[config.mk]
export PLATFORM = sky130hd
export DESIGN_NAME = pong_match_ctrl
export DESIGN_NICKNAME = d
export VERILOG_FILES = /design/src/rtl/pong_match_ctrl.sv
export SDC_FILE = /design/constraint.sdc
export NUM_CORES = 1
export LEC_CHECK = 0
export CAP_MARGIN = 25
export CORE_UTILIZATION = 55
export CTS_CLUSTER_DIAMETER = 30
export DETAILED_ROUTE_END_ITERATION = 12
export GPL_TIMING_DRIVEN = 0
export PLACE_DENSITY = 0.93
export SETUP_SLACK_MARGIN = 0.4
export SYNTH_ARGS = -nofsm -noshare
export SYNTH_HDL_FRONTEND = slang
export SYNTH_SLANG_ARGS = --single-unit
[constraint.sdc]
create_clock -name clk_1ms -period 5.92 [get_ports clk_1ms]
set_clock_uncertainty 0.15 [all_clocks]
set_input_delay 0.592 -clock clk_1ms [delete_from_list [all_inputs] [get_ports clk_1ms]]
set_output_delay 0.592 -clock clk_1ms [all_outputs]
set_load 0.02 [all_outputs]
[src/rtl/pong_match_ctrl.sv]
// Pong match sequencer: serve/play/point/game-over control and score keeping in the 1 ms tick domain.
// Optional pause feature enabled by defining PONG_PAUSE_EN (adds the pause_n port and PAUSE state).
module pong_match_ctrl #(
  parameter int H_ACTIVE    = 640,
  parameter int MISS_MARGIN = 4,
  parameter int SERVE_DELAY = 1000,
  parameter int POINT_HOLD  = 500,
  parameter int WIN_SCORE   = 5
) (
  input  logic       clk_1ms,
  input  logic       reset,
  input  logic       start_n,
`ifdef PONG_PAUSE_EN
  input  logic       pause_n,
`endif
  input  logic [9:0] x_ball,
  output logic       ball_run,
  output logic       ball_center,
  output logic       serve_dir,
  output logic [3:0] score1,
  output logic [3:0] score2,
  output logic       game_over,
  output logic       winner,
  output logic [2:0] state_out
);

  typedef enum logic [2:0] {
    IDLE      = 3'd0,
    SERVE     = 3'd1,
    PLAY      = 3'd2,
    POINT     = 3'd3,
    GAME_OVER = 3'd4,
    PAUSE     = 3'd5
  } state_t;

  localparam logic [15:0] SERVE_LAST = 16'(SERVE_DELAY - 1);
  localparam logic [15:0] POINT_LAST = 16'(POINT_HOLD - 1);
  localparam logic [3:0]  WIN        = 4'(WIN_SCORE);
  localparam logic [9:0]  LEFT_LINE  = 10'(MISS_MARGIN);
  localparam logic [9:0]  RIGHT_LINE = 10'(H_ACTIVE - MISS_MARGIN);

  state_t      state;
  logic [15:0] cnt;
  logic        start_prev;
  logic        start_press;
  logic        pause_press;
  logic        miss_left;
  logic        miss_right;

  assign start_press = start_prev & ~start_n;
  assign miss_left   = (x_ball <= LEFT_LINE);
  assign miss_right  = (x_ball >= RIGHT_LINE);
  assign state_out   = state;

`ifdef PONG_PAUSE_EN
  logic pause_prev;
  assign pause_press = pause_prev & ~pause_n;

  always_ff @(posedge clk_1ms) begin
    if (reset) pause_prev <= 1'b1;
    else       pause_prev <= pause_n;
  end
`else
  assign pause_press = 1'b0;
`endif

  always_ff @(posedge clk_1ms) begin
    if (reset) begin
      state       <= IDLE;
      cnt         <= '0;
      score1      <= '0;
      score2      <= '0;
      ball_run    <= 1'b0;
      ball_center <= 1'b0;
      serve_dir   <= 1'b1;
      game_over   <= 1'b0;
      winner      <= 1'b0;
      start_prev  <= 1'b1;
    end else begin
      start_prev  <= start_n;
      ball_center <= 1'b0;
      case (state)
        IDLE: begin
          if (start_press) begin
            state       <= SERVE;
            cnt         <= '0;
            ball_center <= 1'b1;
          end
        end
        SERVE: begin
          if (cnt == SERVE_LAST) begin
            state    <= PLAY;
            cnt      <= '0;
            ball_run <= 1'b1;
          end else begin
            cnt <= cnt + 16'd1;
          end
        end
        PLAY: begin
          // Pause takes precedence so a press on a miss tick freezes the rally unscored.
          if (pause_press) begin
            state    <= PAUSE;
            ball_run <= 1'b0;
          end else if (miss_left) begin
            state     <= POINT;
            cnt       <= '0;
            ball_run  <= 1'b0;
            score2    <= score2 + 4'd1;
            serve_dir <= 1'b0;
          end else if (miss_right) begin
            state     <= POINT;
            cnt       <= '0;
            ball_run  <= 1'b0;
            score1    <= score1 + 4'd1;
            serve_dir <= 1'b1;
          end
        end
        POINT: begin
          if (cnt == POINT_LAST) begin
            cnt <= '0;
            if (score1 == WIN || score2 == WIN) begin
              state     <= GAME_OVER;
              game_over <= 1'b1;
              winner    <= (score2 == WIN);
            end else begin
              state       <= SERVE;
              ball_center <= 1'b1;
            end
          end else begin
            cnt <= cnt + 16'd1;
          end
        end
        GAME_OVER: begin
          if (start_press) begin
            state       <= SERVE;
            cnt         <= '0;
            score1      <= '0;
            score2      <= '0;
            serve_dir   <= 1'b1;
            game_over   <= 1'b0;
            ball_center <= 1'b1;
          end
        end
        PAUSE: begin
          if (pause_press) begin
            state    <= PLAY;
            ball_run <= 1'b1;
          end
        end
        default: begin
          state    <= IDLE;
          cnt      <= '0;
          ball_run <= 1'b0;
        end
      endcase
    end
  end

endmodule

==> summary.md, run 1 <==
The cell sitting at the root of the clock tree is a sky130_fd_sc_hd__clkbuf_4. The largest individual stage delay along the critical path comes from the cell sky130_fd_sc_hd__a21oi_2. For the final count of pins violating max slew, the log shows 0. The critical path goes through clkdlybuf4s50_1 > nor4_2 > nand3_1 > a21oi_2 > a31oi_1 > a31o_2.

Per report_power, the combinational group accounts for 15.5% of the total. The post-synthesis register bit count is 33. STA classifies the critical path endpoint as a flop. The class of the tightest hold or removal check was reg -> reg.

The worst slew slack as a fraction of its limit is 50.3%, and the number of antenna cells inserted is 0. Each instance of the synthesized netlist takes up on average 8.76 µm². The tools report the reported leakage power as 0.711 nW. The tools report the startpoint type of the worst setup path as an input pin. In this run the remaining antenna-violating nets after routing total 0. The wire length per cell was 14.6 µm; the summed negative setup slack over all endpoints was 0 ns. The clock edge transition at the registers on the reported setup and hold paths was 0.10 ns. For this design the ratio of total power to cell area is 207 nW/µm². The share of final-layout standard cells stronger than drive strength 1 works out to 11.4%.

VDD sags by at most 0.108 mV. The number of nets in the synthesized netlist is 220. Data on the critical path arrives at its endpoint at 2.71 ns.

The number of cell rows was 20. The tools report the count of pins on the block boundary as 29. The mapped netlist covers 1770 µm². Global routing used 26.5% of the available tracks across all layers. The maximum number of pins on one net before global-route repair is 11, and the required time reported for the critical path endpoint is 6.01 ns. For this design the total switching power over the nets is 0.125 mW. The core region area was 3050 µm². Yosys mapped a number of flops with a built-in enable equal to 0. The via-per-instance ratio came out at 6.04.

The most common cell after layout, fill and taps aside was sky130_fd_sc_hd__dfxtp_1. Summed over all layers, the global routing overflow is 0. The number of antenna violations at the first check in global routing came out at 0. The transition at the pin with the smallest max-transition slack came out at 0.739 ns.

By startpoint and endpoint, the worst setup path is classified as in -> reg. For the number of sinks on the clock net, the log shows 33. The final hold violation count is 0. TritonCTS built the clock tree. The run finished with clean final reports.

The area enclosed by the die boundary was 3450 µm²; the hold-fix buffer count after cts was 0. The tools report the number of cells produced by synthesis as 202. The total via count after detailed routing came out at 1697. The DRC violation total after the first TritonRoute iteration is 163, and the mux share of post-synthesis cell area is 0%. For this run, the detailed router's first-pass iteration total came to 5. Post-CTS repair changed the size of 0 cells. The clock network accounts for 33.0% of the total power.

Clock latency on the worst-skew pair, taken at its later pin, is 0.34 ns. Net switching is 27.9% of the power. In this run, distinct cell masters in the synthesized netlist total 50. Internal power comes to 0.322 mW. Kind of cell with the highest combined delay on the critical path: compound AO/OA/AOI/OAI gates. Max-cap violations in this run came to 0. From bottom edge to top edge, the die measures 58.7 µm. The HPWL after detailed placement is 2930 µm. CTS built an H-tree with a depth of 2.

Setup violations remaining at the end of the flow were counted as 0. No sink is reached through more buffers than the 2 on the longest clock path. The highest cell delay on the worst timing path is 0.47 ns, and the xor and xnor fraction of the mapped netlist area is 5.44%. Setup repair after global routing left no endpoint under its margin. The worst path uses 44.3% of the clock period. The tools report the total power after layout as 0.447 mW. The x dimension of the die works out to 58.7 µm. The worst-path maximum fanout came out at 8. Summed over all layers, the routed wires come to 4100 µm. Once the floorplan was initialized, standard cells occupied 58.0% of the core. The register share of total power is 51.6%, and the async set-or-reset flop fraction in the synthesized netlist is 0%. In this run, CTS created clock tree buffers numbering 5. In this run the post-CTS setup repair buffer count came out at 0.

Remaining design rule violation count: 0. The adder-cell share of the synthesized area came out at 3.53%. The top cell types in the final layout, fill and taps aside, are sky130_fd_sc_hd__dfxtp_1, sky130_fd_sc_hd__clkdlybuf4s50_1, sky130_fd_sc_hd__nor2_1, sky130_fd_sc_hd__nand2_1. The number of buffer and inverter stages on the critical path works out to 1. The run gives 37.3% as the share of the yosys chip area belonging to registers.

The highest clock frequency the design can meet is 0.382 GHz, and the simple-gate share of the synthesized area is 31.5%. The wire length of the first global-routing pass is 6860 µm. The dominant combinational cell family by area after synthesis is simple AND/OR/NAND/NOR gates. The number of buffers inserted by port buffering was 27.

The main flop type after synthesis is sky130_fd_sc_hd__dfxtp_1. For this run, the post-layout net count is 254. Routability-driven placement finished with a final weighted congestion of 0.858. The run gives 1567 as the number of global-route vias before repair. The warning count from the yosys run was 0; the area added between synthesis and finish was 22.3%. The fraction of the mapped netlist area in compound gates works out to 20.1%.

The final critical-path required period is 2.62 ns.
## worst register-to-register path, delay by kind of cell (launching register included)
kind / cells / cell delay [ns]
compound gates: 1 / 0.11
fa+ha+maj: 1 / 0.30
flops: 1 / 0.44
simple gates: 4 / 1.42
## cells in the mapped netlist (2+ instances only)
library cell | count | area share (%)
sky130_fd_sc_hd__ha_1 | 5 | 3.5
sky130_fd_sc_hd__a31oi_1 | 6 | 2.1
sky130_fd_sc_hd__nand4_1 | 4 | 1.4
sky130_fd_sc_hd__a311oi_1 | 2 | 0.99
sky130_fd_sc_hd__nor2b_1 | 2 | 0.71
sky130_fd_sc_hd__xnor2_1 | 9 | 4.5
sky130_fd_sc_hd__nor4_2 | 2 | 1.4
sky130_fd_sc_hd__nor2_1 | 21 | 4.5
sky130_fd_sc_hd__inv_1 | 4 | 0.85
sky130_fd_sc_hd__a211o_1 | 2 | 0.99
sky130_fd_sc_hd__nor3b_1 | 3 | 1.3
sky130_fd_sc_hd__nand3_1 | 11 | 3.1
sky130_fd_sc_hd__or2b_1 | 3 | 1.3
sky130_fd_sc_hd__nand2_1 | 14 | 3.0
sky130_fd_sc_hd__nand3b_1 | 5 | 2.1
sky130_fd_sc_hd__a31o_2 | 3 | 1.5
sky130_fd_sc_hd__or3_1 | 2 | 0.71
sky130_fd_sc_hd__a21oi_1 | 11 | 3.1
sky130_fd_sc_hd__nor4_1 | 2 | 0.71
sky130_fd_sc_hd__nor3_1 | 8 | 2.3
sky130_fd_sc_hd__dfxtp_1 | 33 | 37
sky130_fd_sc_hd__xor2_1 | 2 | 0.99
sky130_fd_sc_hd__or3_2 | 2 | 0.85
sky130_fd_sc_hd__and3_1 | 4 | 1.4
sky130_fd_sc_hd__clkbuf_1 | 2 | 0.42
sky130_fd_sc_hd__a211oi_1 | 6 | 2.5
sky130_fd_sc_hd__buf_2 | 3 | 0.85
sky130_fd_sc_hd__nand2b_1 | 2 | 0.71
sky130_fd_sc_hd__o21ai_0 | 7 | 2.0
sky130_fd_sc_hd__nand4bb_1 | 2 | 1.3
## state kept, by name (all words and copies together), names as in the netlist
signal       flops
serve_dir        1
cnt             16
state_out        3
ball_run         1
score2           4
start_prev       1
score1           4
ball_center      1
winner           1
game_over        1
## through the flow
step / area, µm² / hold slack [ns] / cells / setup slack, ns / util [%]
2_1_floorplan: 1770 / 0.313 / 202 / 3.72 / -
3_3_place_gp: 2100 / 0.284 / 273 / 3.02 / 68.6
3_5_place_dp: 2100 / 0.300 / 273 / 2.98 / 68.6
4_1_cts: 2170 / 0.315 / 281 / 3.35 / 70.9
5_1_grt: 2170 / 0.345 / 281 / 3.23 / 70.9
6_report: 2170 / 0.311 / 281 / 3.30 / 70.9
## per-layer routing
metal | global-route usage, % | up-vias | part of all wire (%)
met5 | 0 | - | 0
met4 | 13.3 | 0 | 2.8
met3 | 5.49 | 11 | 5.3
met2 | 43.8 | 66 | 48
met1 | 32.7 | 794 | 44
li1 | - | 826 | -
## cells by family (layout without fill, tap and decap cells)
family | count (synthesis) | in the layout
xor+xnor | 11 | 11
compound gates | 48 | 48
flops | 33 | 33
simple gates | 96 | 96
buf+inv | 9 | 44
fa+ha+maj | 5 | 5
## cell type report
type,count,area (µm²)
clock buffer,7,65.1
multi-input combinational,160,1070
fill,245,887
timing repair buffer,27,270
inverter,4,15.0
tap,44,55.1
clock inverter,1,5.00
sequential,33,661
buffer,5,22.5
## power by group through the flow
| stage | sequential [mW] | combinational [mW] | clock [mW] |
|---|---|---|---|
| after floorplan | 0.238 | 0.0424 | 0 |
| after global placement | 0.235 | 0.0671 | 0 |
| after detailed placement | 0.236 | 0.0682 | 0 |
| after CTS | 0.230 | 0.0688 | 0.149 |
| after global routing | 0.231 | 0.0758 | 0.161 |
| final | 0.231 | 0.0693 | 0.147 |
## worst paths after layout
check / start / end / slack [ns] / cells past startpoint
hold reg to reg: game_over / game_over / 0.31 / 2
setup reg to reg: cnt[0] / winner / 3.43 / 6
setup / recovery: x_ball[3] / score2[1] / 3.30 / 6
hold / removal: game_over / game_over / 0.31 / 2
No activity file was read; power rests on OpenSTA's default activity.
==> run 2: changes to the inputs <==
CORE_UTILIZATION = 47   (was 55)
PLACE_DENSITY = 0.85   (was 0.93)
clock period = 2.1 ns   (was 5.92 ns; I/O delays follow)
==> run 2 against run 1 <==
Against the previous run:
- the run now ends with negative setup slack left
- cell count rose by 12%
- worst setup slack got worse by 3.4 ns
- clock power rose to 3.4 times the previous value
- count of clock-buffer cells in the layout fell by 2
- first-iteration DRC count rose by 39%
- non-clock buffer count rose by 32
- critical endpoint is now cnt[4]
- highest routed layer unchanged
==> summary.md, run 2 (synthesis results as in run 1) <==
The die extent in y was 63.4 µm; the share of the clock period used by the worst path was 104%. The initial utilization of the core area, before any placement, comes to 51.0%. The final reports fail on negative setup slack.

By startpoint and endpoint, the worst setup path is classified as reg -> reg. The final critical-path setup slack is -0.0820 ns. Power spread over the standard cell area amounts to 548 nW/µm². Summed over all nets, the half-perimeter wirelength after detailed placement is 3040 µm. The total overflow left after global routing is 0. Walking the worst path, the cells encountered are or4_4 > a2111oi_4 > buf_4 > nor2_4 > o21bai_4 > nor2_1. In this run, placement finished with an instance count of 275. The logs give 2720 µm² for the final standard cell area without fillers and 0 for the number of antenna violations at the first check in global routing. The class of the tightest hold or removal check is in -> reg. The routed wire length is 6400 µm, and the wire length per cell is 20.3 µm. The final critical-path required period was 2.18 ns; the via-per-instance ratio was 6.51. In the layout the commonest cells are sky130_fd_sc_hd__buf_4, sky130_fd_sc_hd__dfxtp_1, sky130_fd_sc_hd__nand2_1, sky130_fd_sc_hd__nor2_1, sky130_fd_sc_hd__dlygate4sd2_1.

For this run, the total global-route usage over all layers was measured as 28.7%. Setup repair after global routing could not meet its margin everywhere. The clock edge transition at the registers on the reported setup and hold paths was 0.08 ns. Row generation in the floorplan step produced 21 rows. For this block, the via count after detailed routing is 2052. The number of buffer and inverter stages on the critical path is 1, and the area added between synthesis and finish is 53.9%.

Leaving out fill and tap cells, the most frequent cell in the layout is sky130_fd_sc_hd__buf_4. The tool flagged a number of max-cap violations equal to 0. Post-placement setup slack: -0.362 ns. The first TritonRoute pass finished after 8 iterations. The largest registers in the layout are cnt (16), score1 (4), score2 (4). The maximum resistive drop on vdd came out at 0.693 mV.

The worst pin sits at a relative slew slack of 52.7%. Along the worst path, the maximum fanout reaches 8. TritonCTS built the clock tree.

The number of antenna cells inserted was 0. The net count of the finished layout is 286. The run gives 0 as the remaining design rule violation count. Once layout is complete, the cells apart from fillers number 315. The wire length of the first global-routing pass was 8830 µm; the number of flip-flops in the largest register was 16. The placed instances occupy a cell area of 2200 µm². STA classifies the critical path startpoint as a flop. For the final count of pins violating max slew, the log shows 0. At the pin with the least slew margin, the transition time is 0.701 ns. The number of global-route vias before repair was 1760; the number of buffers inserted by port buffering was 27. Setup violations remaining at the end of the flow were counted as 15. The congestion estimate from routability-driven global placement came to 0.860.

The highest cell delay on the worst timing path was 0.55 ns; the insertion delay to the later sink of the worst-skew pair was 0.30 ns. The highest clock frequency the design can meet came out at 0.458 GHz. Cell at the slowest stage of the critical path: sky130_fd_sc_hd__or4_4.

Grouping stages by cell kind, the critical path spends the most delay in simple AND/OR/NAND/NOR gates. The clock tree synthesis step divided the H-tree into 2 levels. The maximum root-to-sink buffer count is 2, and the data arrival at the endpoint of the critical path is 2.22 ns. Across all hold checks on the routed design, the worst slack comes to 0.234 ns. The area enclosed by the die boundary came out at 4020 µm². The tools report the required time reported for the critical path endpoint as 2.14 ns.

Register with the most flip-flops: cnt. The worst setup path is captured at a flop. 29 I/O pins were placed. The DRC violation total after the first TritonRoute iteration is 226. The detail route stage leaves a number of antenna-violating nets equal to 0.

The flow ran to the end, but the final reports show violations. The cell at the root of the clock tree is sky130_fd_sc_hd__clkbuf_8. The reported leakage power came out at 1.11 nW. Counting every sink on the clock net gives 33.

Final hold violation count: 0. The core region is 3470 µm². In this run the horizontal extent of the chip is 63.4 µm. Entering global routing, the biggest net connects 12 pins. Of the cells placed in the final design, the portion with a size suffix greater than 1 is 36.1%. The TritonCTS buffer count came out at 5.
[run 2: final timing paths]
kind | to | from | cells after the start | slack [ns]
max | cnt[4] | cnt[12] | 6 | -0.08
min | serve_dir | reset | 3 | 0.23
max reg2reg | cnt[4] | cnt[12] | 6 | -0.08
min reg2reg | winner | winner | 2 | 0.31
[run 2: through the flow]
step / total power, mW / TNS [ns] / util [%]
after CTS: 1.41 / -0.0139 / 73.6
after global placement: 0.888 / -4.96 / 63.4
after floorplan: 0.817 / -0.0594 / -
after detailed placement: 0.890 / -5.57 / 63.4
final: 1.49 / -0.847 / 78.5
after global routing: 1.55 / -1.56 / 78.5
[run 2: area by class of cell]
class	count	area [µm²]
buffer	5	46.3
clock buffer	5	68.8
clock inverter	3	17.5
fill	198	744
inverter	4	15.0
multi-input combinational	160	1300
sequential	33	682
tap	46	57.6
timing repair buffer	59	533
[run 2: routing by layer]
metal,up-vias,share of wire (%),track usage [%]
li1,892,-,-
met5,-,0,0
met4,0,4.8,10.2
met3,42,10,7.25
met2,158,46,46.7
met1,960,39,36.3
[run 2: worst min-delay path, cell delays in order]
cell,delay [ns]
sky130_fd_sc_hd__buf_2,0.26
sky130_fd_sc_hd__a31oi_4,0.08
sky130_fd_sc_hd__nand3b_1,0.10
[run 2: timing repair]
action	in CTS	in global routing
pin swaps	15	14
setup buffers	22	10
hold buffers	0	0
resized for setup	34	31
endpoints found under the setup margin	36	37
[run 2: power breakdown]
part,leakage [nW],switching [mW],internal [mW],total [mW]
Combinational,0.796,0.191,0.158,0.349
Sequential,0.272,0.00985,0.640,0.650
Clock,0.0439,0.265,0.229,0.494
Total,1.11,0.466,1.03,1.49
